$ cat src/rtl/plug_board_map_if.sv
// Stream and configuration bundle for the plugboard substitution stage.
// The slave modport is the plugboard's view; master is the driver/observer side.
interface plug_board_map_if #(
    parameter int LETTER_W = 5
);
    logic                  pair_vld;
    logic [2*LETTER_W-1:0] pair;
    logic                  clr;
    logic                  start;
    logic                  in_vld;
    logic                  in_rdy;
    logic [LETTER_W-1:0]   in_let;
    logic                  out_vld;
    logic                  out_rdy;
    logic [LETTER_W-1:0]   out_let;
    logic [3:0]            pair_cnt;
    logic                  err;
    logic                  running;

    modport slave (
        input  pair_vld, pair, clr, start, in_vld, in_let, out_rdy,
        output in_rdy, out_vld, out_let, pair_cnt, err, running
    );

    modport master (
        output pair_vld, pair, clr, start, in_vld, in_let, out_rdy,
        input  in_rdy, out_vld, out_let, pair_cnt, err, running
    );
endinterface

$ cat src/rtl/plug_board_map.sv
// Plugboard stage: collects validated swap pairs in CONFIG, then substitutes
// letters on a one-register valid/ready pipeline in RUN.
module plug_board_map #(
    parameter int NUM_PAIRS = 10,
    parameter int LETTER_W  = 5
) (
    input  logic               i_clk,
    input  logic               i_rst,
    plug_board_map_if.slave    bus
);
    localparam int MW = 1 << LETTER_W;
    localparam logic [LETTER_W-1:0] LAST_LET = LETTER_W'(25);

    typedef enum logic {S_CONFIG, S_RUN} state_t;

    state_t                             r_state;
    logic [NUM_PAIRS-1:0][LETTER_W-1:0] r_tab_a;
    logic [NUM_PAIRS-1:0][LETTER_W-1:0] r_tab_b;
    logic [25:0]                        r_mask;
    logic [3:0]                         r_cnt;
    logic                               r_err;
    logic                               r_out_vld;
    logic [LETTER_W-1:0]                r_out_let;

    logic [LETTER_W-1:0] w_a;
    logic [LETTER_W-1:0] w_b;
    logic [MW-1:0]       w_used;
    logic [MW-1:0]       w_set;
    logic                w_ok;
    logic                w_run;
    logic                w_in_rdy;
    logic                w_xfer;
    logic [LETTER_W-1:0] w_sub;

    assign w_a    = bus.pair[LETTER_W-1:0];
    assign w_b    = bus.pair[2*LETTER_W-1:LETTER_W];
    assign w_used = MW'(r_mask);
    assign w_set  = (MW'(1) << w_a) | (MW'(1) << w_b);

    // Range is checked first so the mask lookup never sees an unplugged high code.
    assign w_ok = (w_a <= LAST_LET) && (w_b <= LAST_LET) && (w_a != w_b) &&
                  !w_used[w_a] && !w_used[w_b] && (r_cnt < 4'(NUM_PAIRS));

    assign w_run    = (r_state == S_RUN);
    assign w_in_rdy = w_run && (!r_out_vld || bus.out_rdy);
    assign w_xfer   = bus.in_vld && w_in_rdy;

    // Pairs are disjoint, so at most one live entry can match.
    always_comb begin
        w_sub = bus.in_let;
        for (int i = 0; i < NUM_PAIRS; i++) begin
            if (4'(i) < r_cnt) begin
                if (bus.in_let == r_tab_a[i])      w_sub = r_tab_b[i];
                else if (bus.in_let == r_tab_b[i]) w_sub = r_tab_a[i];
            end
        end
    end

    always_ff @(posedge i_clk) begin
        if (i_rst || bus.clr) begin
            r_state   <= S_CONFIG;
            r_tab_a   <= '0;
            r_tab_b   <= '0;
            r_mask    <= '0;
            r_cnt     <= '0;
            r_err     <= 1'b0;
            r_out_vld <= 1'b0;
            r_out_let <= '0;
        end else begin
            r_err <= bus.pair_vld && (w_run || !w_ok);
            if (!w_run) begin
                if (bus.pair_vld && w_ok) begin
                    r_tab_a[r_cnt] <= w_a;
                    r_tab_b[r_cnt] <= w_b;
                    r_mask         <= r_mask | w_set[25:0];
                    r_cnt          <= r_cnt + 4'd1;
                end
                if (bus.start) r_state <= S_RUN;
            end else begin
                if (w_xfer) begin
                    r_out_vld <= 1'b1;
                    r_out_let <= w_sub;
                end else if (bus.out_rdy) begin
                    r_out_vld <= 1'b0;
                end
            end
        end
    end

    assign bus.in_rdy   = w_in_rdy;
    assign bus.out_vld  = r_out_vld;
    assign bus.out_let  = r_out_let;
    assign bus.pair_cnt = r_cnt;
    assign bus.err      = r_err;
    assign bus.running  = w_run;
endmodule
$ cat src/flat_wrapper.sv
// flat-port wrapper written by rule: the top's interface ports become plain ports
module plug_board_map_flat 
#(
    parameter int NUM_PAIRS = 10,
    parameter int LETTER_W  = 5
)
  (i_clk, i_rst, bus_pair_vld, bus_pair, bus_clr, bus_start, bus_in_vld, bus_in_let, bus_out_rdy, bus_in_rdy, bus_out_vld, bus_out_let, bus_pair_cnt, bus_err, bus_running);
  plug_board_map_if #(.LETTER_W(LETTER_W)) bus_i ();
  input  logic i_clk;
  input  logic i_rst;
  input wire logic [$bits(bus_i.pair_vld)-1:0] bus_pair_vld;
  input wire logic [$bits(bus_i.pair)-1:0] bus_pair;
  input wire logic [$bits(bus_i.clr)-1:0] bus_clr;
  input wire logic [$bits(bus_i.start)-1:0] bus_start;
  input wire logic [$bits(bus_i.in_vld)-1:0] bus_in_vld;
  input wire logic [$bits(bus_i.in_let)-1:0] bus_in_let;
  input wire logic [$bits(bus_i.out_rdy)-1:0] bus_out_rdy;
  output wire logic [$bits(bus_i.in_rdy)-1:0] bus_in_rdy;
  output wire logic [$bits(bus_i.out_vld)-1:0] bus_out_vld;
  output wire logic [$bits(bus_i.out_let)-1:0] bus_out_let;
  output wire logic [$bits(bus_i.pair_cnt)-1:0] bus_pair_cnt;
  output wire logic [$bits(bus_i.err)-1:0] bus_err;
  output wire logic [$bits(bus_i.running)-1:0] bus_running;
  assign bus_i.pair_vld = bus_pair_vld;
  assign bus_i.pair = bus_pair;
  assign bus_i.clr = bus_clr;
  assign bus_i.start = bus_start;
  assign bus_i.in_vld = bus_in_vld;
  assign bus_i.in_let = bus_in_let;
  assign bus_i.out_rdy = bus_out_rdy;
  assign bus_in_rdy = bus_i.in_rdy;
  assign bus_out_vld = bus_i.out_vld;
  assign bus_out_let = bus_i.out_let;
  assign bus_pair_cnt = bus_i.pair_cnt;
  assign bus_err = bus_i.err;
  assign bus_running = bus_i.running;
  plug_board_map #(.NUM_PAIRS(NUM_PAIRS), .LETTER_W(LETTER_W)) u_core (.i_clk(i_clk), .i_rst(i_rst), .bus(bus_i));
endmodule
$ cat config.mk
export PLATFORM = sky130hd
export DESIGN_NAME = plug_board_map_flat
export DESIGN_NICKNAME = d
export VERILOG_FILES = /design/src/rtl/plug_board_map_if.sv /design/src/rtl/plug_board_map.sv /design/src/flat_wrapper.sv
export SDC_FILE = /design/constraint.sdc
export NUM_CORES = 1
export LEC_CHECK = 0
export BUFFER_PORTS_ARGS = -buffer_cell sky130_fd_sc_hd__buf_2
export CAP_MARGIN = 20
export CORE_ASPECT_RATIO = 1.1
export CORE_MARGIN = 1
export CORE_UTILIZATION = 42
export CTS_BUF_LIST = sky130_fd_sc_hd__clkbuf_4 sky130_fd_sc_hd__clkbuf_8
export CTS_CLUSTER_DIAMETER = 150
export CTS_CLUSTER_SIZE = 40
export DETAILED_ROUTE_END_ITERATION = 12
export GPL_TIMING_DRIVEN = 0
export PLACE_DENSITY = 0.63
export SLEW_MARGIN = 20
export SYNTH_ARGS = -nofsm -noshare
export SYNTH_HDL_FRONTEND = slang
export SYNTH_SLANG_ARGS = --single-unit
$ cat constraint.sdc
create_clock -name i_clk -period 11.6 [get_ports i_clk]
set_clock_uncertainty 0.15 [all_clocks]
set_input_delay 3.48 -clock i_clk [delete_from_list [all_inputs] [get_ports i_clk]]
set_output_delay 3.48 -clock i_clk [all_outputs]
set_load 0.01 [all_outputs]
After elaboration in Yosys (flattened, before gate mapping) --
Cells that the tools add are included. Widths: inputs -> output; s select.
Storage, ports and cells: input bits 22, register bits 138, logic and storage cells 133, output and inout port bits 13
Cells by class: mux-type cells 42, $lt $le $gt $ge 17, add/subtract/negate cells 1, shift-type cells 2, equal/unequal tests 21, reductions and logical operators 21, bitwise operators 3
Operator list (count):
- $mux 5 | 31
- $bwmux 50 | 2
- $eq 5x5->1 | 20
- $or 26x26->26 | 2
- $shl 1x5->26 const A | 2
- $demux 5 s4 | 1
- $lt 3x4->1 const A | 4
- $lt 5x6->1 const B | 2
- $bmux 1 s5 | 2
- $le 5x5->1 const B | 2
- $logic_and 1x1->1 | 10
- $lt 1x4->1 const A | 2
- $lt 2x4->1 const A | 2
- $lt 4x4->1 const A | 2
- $mux 1 | 6
- $reduce_and 2->1 | 3
- $lt 4x5->1 const B | 1
- $ne 5x5->1 | 1
- $add 4x1->4 const B | 1
- $ge 4x1->1 const B | 1
- $logic_not 1->1 | 4
- $lt 4x4->1 const B | 1
- $logic_or 1x1->1 | 3
- $reduce_bool 2->1 | 1
- $not 1->1 | 1

Longest topological paths before layout --
word-level depth 31, depth in mapped cells 11, mapped depth without buffers 10

Worst setup path after synthesis --
No wires, ideal clock.
path kind in2out, from input bus_out_rdy, to output bus_in_rdy, arrival 3.789 ns, buffers on the path 0, required time 7.970 ns, cell stages on the path 2, path slack 4.181 ns, cell sequence nand2b_1 and2_1
Between the ends: word-level cells in the longest chain between the ends 2
RTL lines:
- from (decl) | line flat_wrapper.sv:17 | input wire logic [$bits(bus_i.out_rdy)-1:0] bus_out_rdy;
- $logic_or 1x1->1 | line plug_board_map.sv:45 | assign w_in_rdy = w_run && (!r_out_vld || bus.out_rdy);
- $logic_and 1x1->1 | line plug_board_map.sv:45
- to (decl) | line flat_wrapper.sv:18 | output wire logic [$bits(bus_i.in_rdy)-1:0] bus_in_rdy;
No other way between the ends.

Worst setup path after layout --
Ends and elaborated chain as after synthesis.

==> results.yml <==
floorplanning:
  core.rowCount: 53
  initial_standard_cell_utilization_of_the_core_pct: 43.0
  die_x_um: 136
  dieArea_sq_um: 20200
  floorplan.core_area_sq_um: 19200
  die_h_um: 149
  design.portCount: 35
critical_path:
  crit_arrival_ps: 4000
  path_max_fanout: 2
  setup.worst_path.class: "in2out"
  cp-end-kind: "output port"
  cp.required_ps: 7970
  critical_path.startpoint_type: "input pin"
power_and_ir_drop:
  leakage_nw: 2.97
  finalPower_mw: 1.02
  vdd.ir_drop.worst_v: 0.0000691
  p_per_area_nw_per_um2: 112
sta:
  worst-slew-pin-transition_ps: 1070
  finalCriticalPeriod_ps: 7630
  worst_slew_margin_rel_pct: 28.2
  report.final.setup_viol: 0
  unrepaired_setup_endpoints_after_global_routing: "false"
  finalSetupTns_ps: 0
  timing.fmax_mhz: 131
  period_share_pct: 65.8
  hold_viol_final: 0
  report.final.slew_viol_count: 0
grt:
  grt.total_usage_pct: 28.5
  grt-ovfl-total: 0
  met3_usage_pct: 4.79
  busiest_metal_layer_after_global_routing: "met2"
  antenna_found_initial: 0
  grt_util_met1_pct: 36.6
  wire_length_of_the_first_global_routing_pass_um: 43100
  vias_in_the_first_global_route: 7543
  grt_max_degree: 17
  groute.layer.met2.usage_pct: 46.2
clock_network:
  tritoncts_clock_tree: "done"
  cts_htree_levels: 4
  insertion_delay_ps: 460
  cts-hold-fix-buffers: 0
  cts_num_sinks: 138
  cts_inserted_buffers: 17
  cts_root_buffer: "clkbuf_8"
  clk_pin_slew_ps: 80
  cts_resized: 0
  clockBufferDepth: 2
  buffers_inserted_during_post_cts_setup_optimization: 0
cells_and_area:
  drive_gt1_share_pct: 9.62
  number_of_nets_in_the_layout: 1106
  non_filler_cell_area_final_sq_um: 9100
  layout-area-overhead-vs-synth_pct: 10.5
  antennaDiodeCount: 0
  area.sequential_sq_um: 2760
  multi_input_area_sq_um: 5100
  final.fill_count: 1877
synth:
  yosysUniqueCellTypes: 67
  synthSimpleGateAreaFrac_pct: 21.6
  netlist_instances: 1034
  synth.mux.area_fraction_pct: 5.09
  netlist_area_sq_um: 8240
  post_synthesis_compound_gate_area_fraction_pct: 23.3
  postSynthRegisterBits: 138
  synth_adder_area_share_pct: 0.608
  synth_warnings: 0
  synth_top_cells_by_count: "dfxtp_1 (138), nand3_1 (116), nand2_1 (75)"
  post_synth_xor_area_fraction_pct: 11.3
  most_used_standard_cell_by_instance_count_after_synthesis: "dfxtp_1"
  synth_nets: 1060
  synth_ff_type: "dfxtp_1"
  synth-seq-area-share_pct: 33.5
  synth-edff-count: 0
  netlist.top_cell.by_area: "dfxtp_1"
  synth_async_reset_ratio_pct: 0
  synth_top_family_by_area: "compound AO/OA/AOI/OAI gates"
  netlist.area_leader.share_pct: 33.5
  synth_top_cells_by_area: "dfxtp_1 (34%), nand3_1 (7.0%), xnor2_1 (6.9%), xor2_1 (4.4%), a21oi_1 (4.3%)"
  syn_avg_cell_area_sq_um: 7.97
job:
  timing.max_cap.violations: 0
min_path:
  holdCritPathClass: "reg2reg"
placement:
  io_buffer_count: 27
  placed_cell_area_sq_um: 8680
  post_dp_hpwl_um: 19600
  place.gp.congestion: 0.937
drt:
  via_per_inst: 6.10
  first_iter_violations: 760
  dr.pass1.iters: 5
  num_vias: 8168
  routed_wirelength_um: 28000
  antenna_violating_nets_post_route: 0
  routedWlPerCell_um: 20.9
  drt_drc_violations_left: 0
status:
  status: "completed"
logic make-up (layout without fill, tap and decap cells):
group,after synthesis,count (layout)
and+or+nand+nor,361,361
AOI/OAI and AO/OA,309,309
DFF,138,138
xor gates and xnor gates,106,106
buffers and inverters,92,150
muxes,24,24
adders and majority gates,4,4
per-layer routing:
| metal | wire, um | vias up |
|---|---|---|
| met3 | 1850 | 74 |
| met5 | 0 | - |
| met2 | 13100 | 355 |
| met4 | 1160 | 0 |
| met1 | 11800 | 3869 |
| li1 | - | 3870 |
flip-flops by register name, indices dropped and copies added, names as in the netlist:
| name | cells |
|---|---|
| u_core.r_tab_b | 50 |
| u_core.bus.err | 1 |
| u_core.r_tab_a | 50 |
| u_core.bus.out_let | 5 |
| u_core.bus.pair_cnt | 4 |
| u_core.bus.running | 1 |
| u_core.bus.out_vld | 1 |
| u_core.r_mask | 26 |
cell usage in the layout, fill, tap and decap left out, types with 9 or more instances in the layout:
cell type / synthesis / routed
a21oi_1: 70 / 70
and3_1: 9 / 9
buf_1: 16 / 16
buf_2: 19 / 46
clkbuf_1: 39 / 39
clkbuf_8: 0 / 20
dfxtp_1: 138 / 138
inv_1: 17 / 17
mux4_2: 14 / 14
nand2_1: 75 / 75
nand3_1: 116 / 116
nor2_1: 70 / 70
nor3_1: 27 / 27
o21ai_0: 63 / 63
o21ai_1: 41 / 41
o22a_1: 9 / 9
o22ai_1: 42 / 42
xnor2_1: 65 / 65
xor2_1: 41 / 41
layout make-up:
cell class                 count  area share (%)
clock buffer                  20            3.02
clock inverter                11            1.58
timing repair buffer          27            1.48
buffer                        75            3.44
inverter                      17           0.701
sequential                   138            30.4
multi-input combinational    804            56.0
tap                          247            3.40
worst paths after layout:
path                          startpoint               endpoint  slack [ps]  cells after the start
setup / recovery             bus_out_rdy             bus_in_rdy        3970                      4
hold / removal        u_core.r_tab_a[14]     u_core.r_tab_a[14]         340                      2
setup reg to reg  u_core.bus.pair_cnt[1]  u_core.bus.out_let[1]        7900                     11
hold reg to reg       u_core.r_tab_a[14]     u_core.r_tab_a[14]         340                      2
power breakdown:
group / internal, mW / leakage, nW / switching, mW
Clock: 0.228 / 0.203 / 0.197
Combinational: 0.0352 / 1.66 / 0.0791
Sequential: 0.476 / 1.11 / 0.00259
Total: 0.739 / 2.97 / 0.278
worst max-delay path, stage by stage:
cell	delay, ps
buf_2	100
nand2b_1	140
and2_1	150
buf_2	130
through the flow:
step	hold WS [ps]	setup WS [ps]	instances	utilization (%)
final	342	3970	1339	47.5
after detailed placement	328	3970	1308	45.3
after global routing	363	3940	1339	47.5
after global placement	313	3980	1308	45.3
after floorplan	298	4180	1034	-
after CTS	340	3970	1339	47.5
No activity file was read; power rests on OpenSTA's default activity.
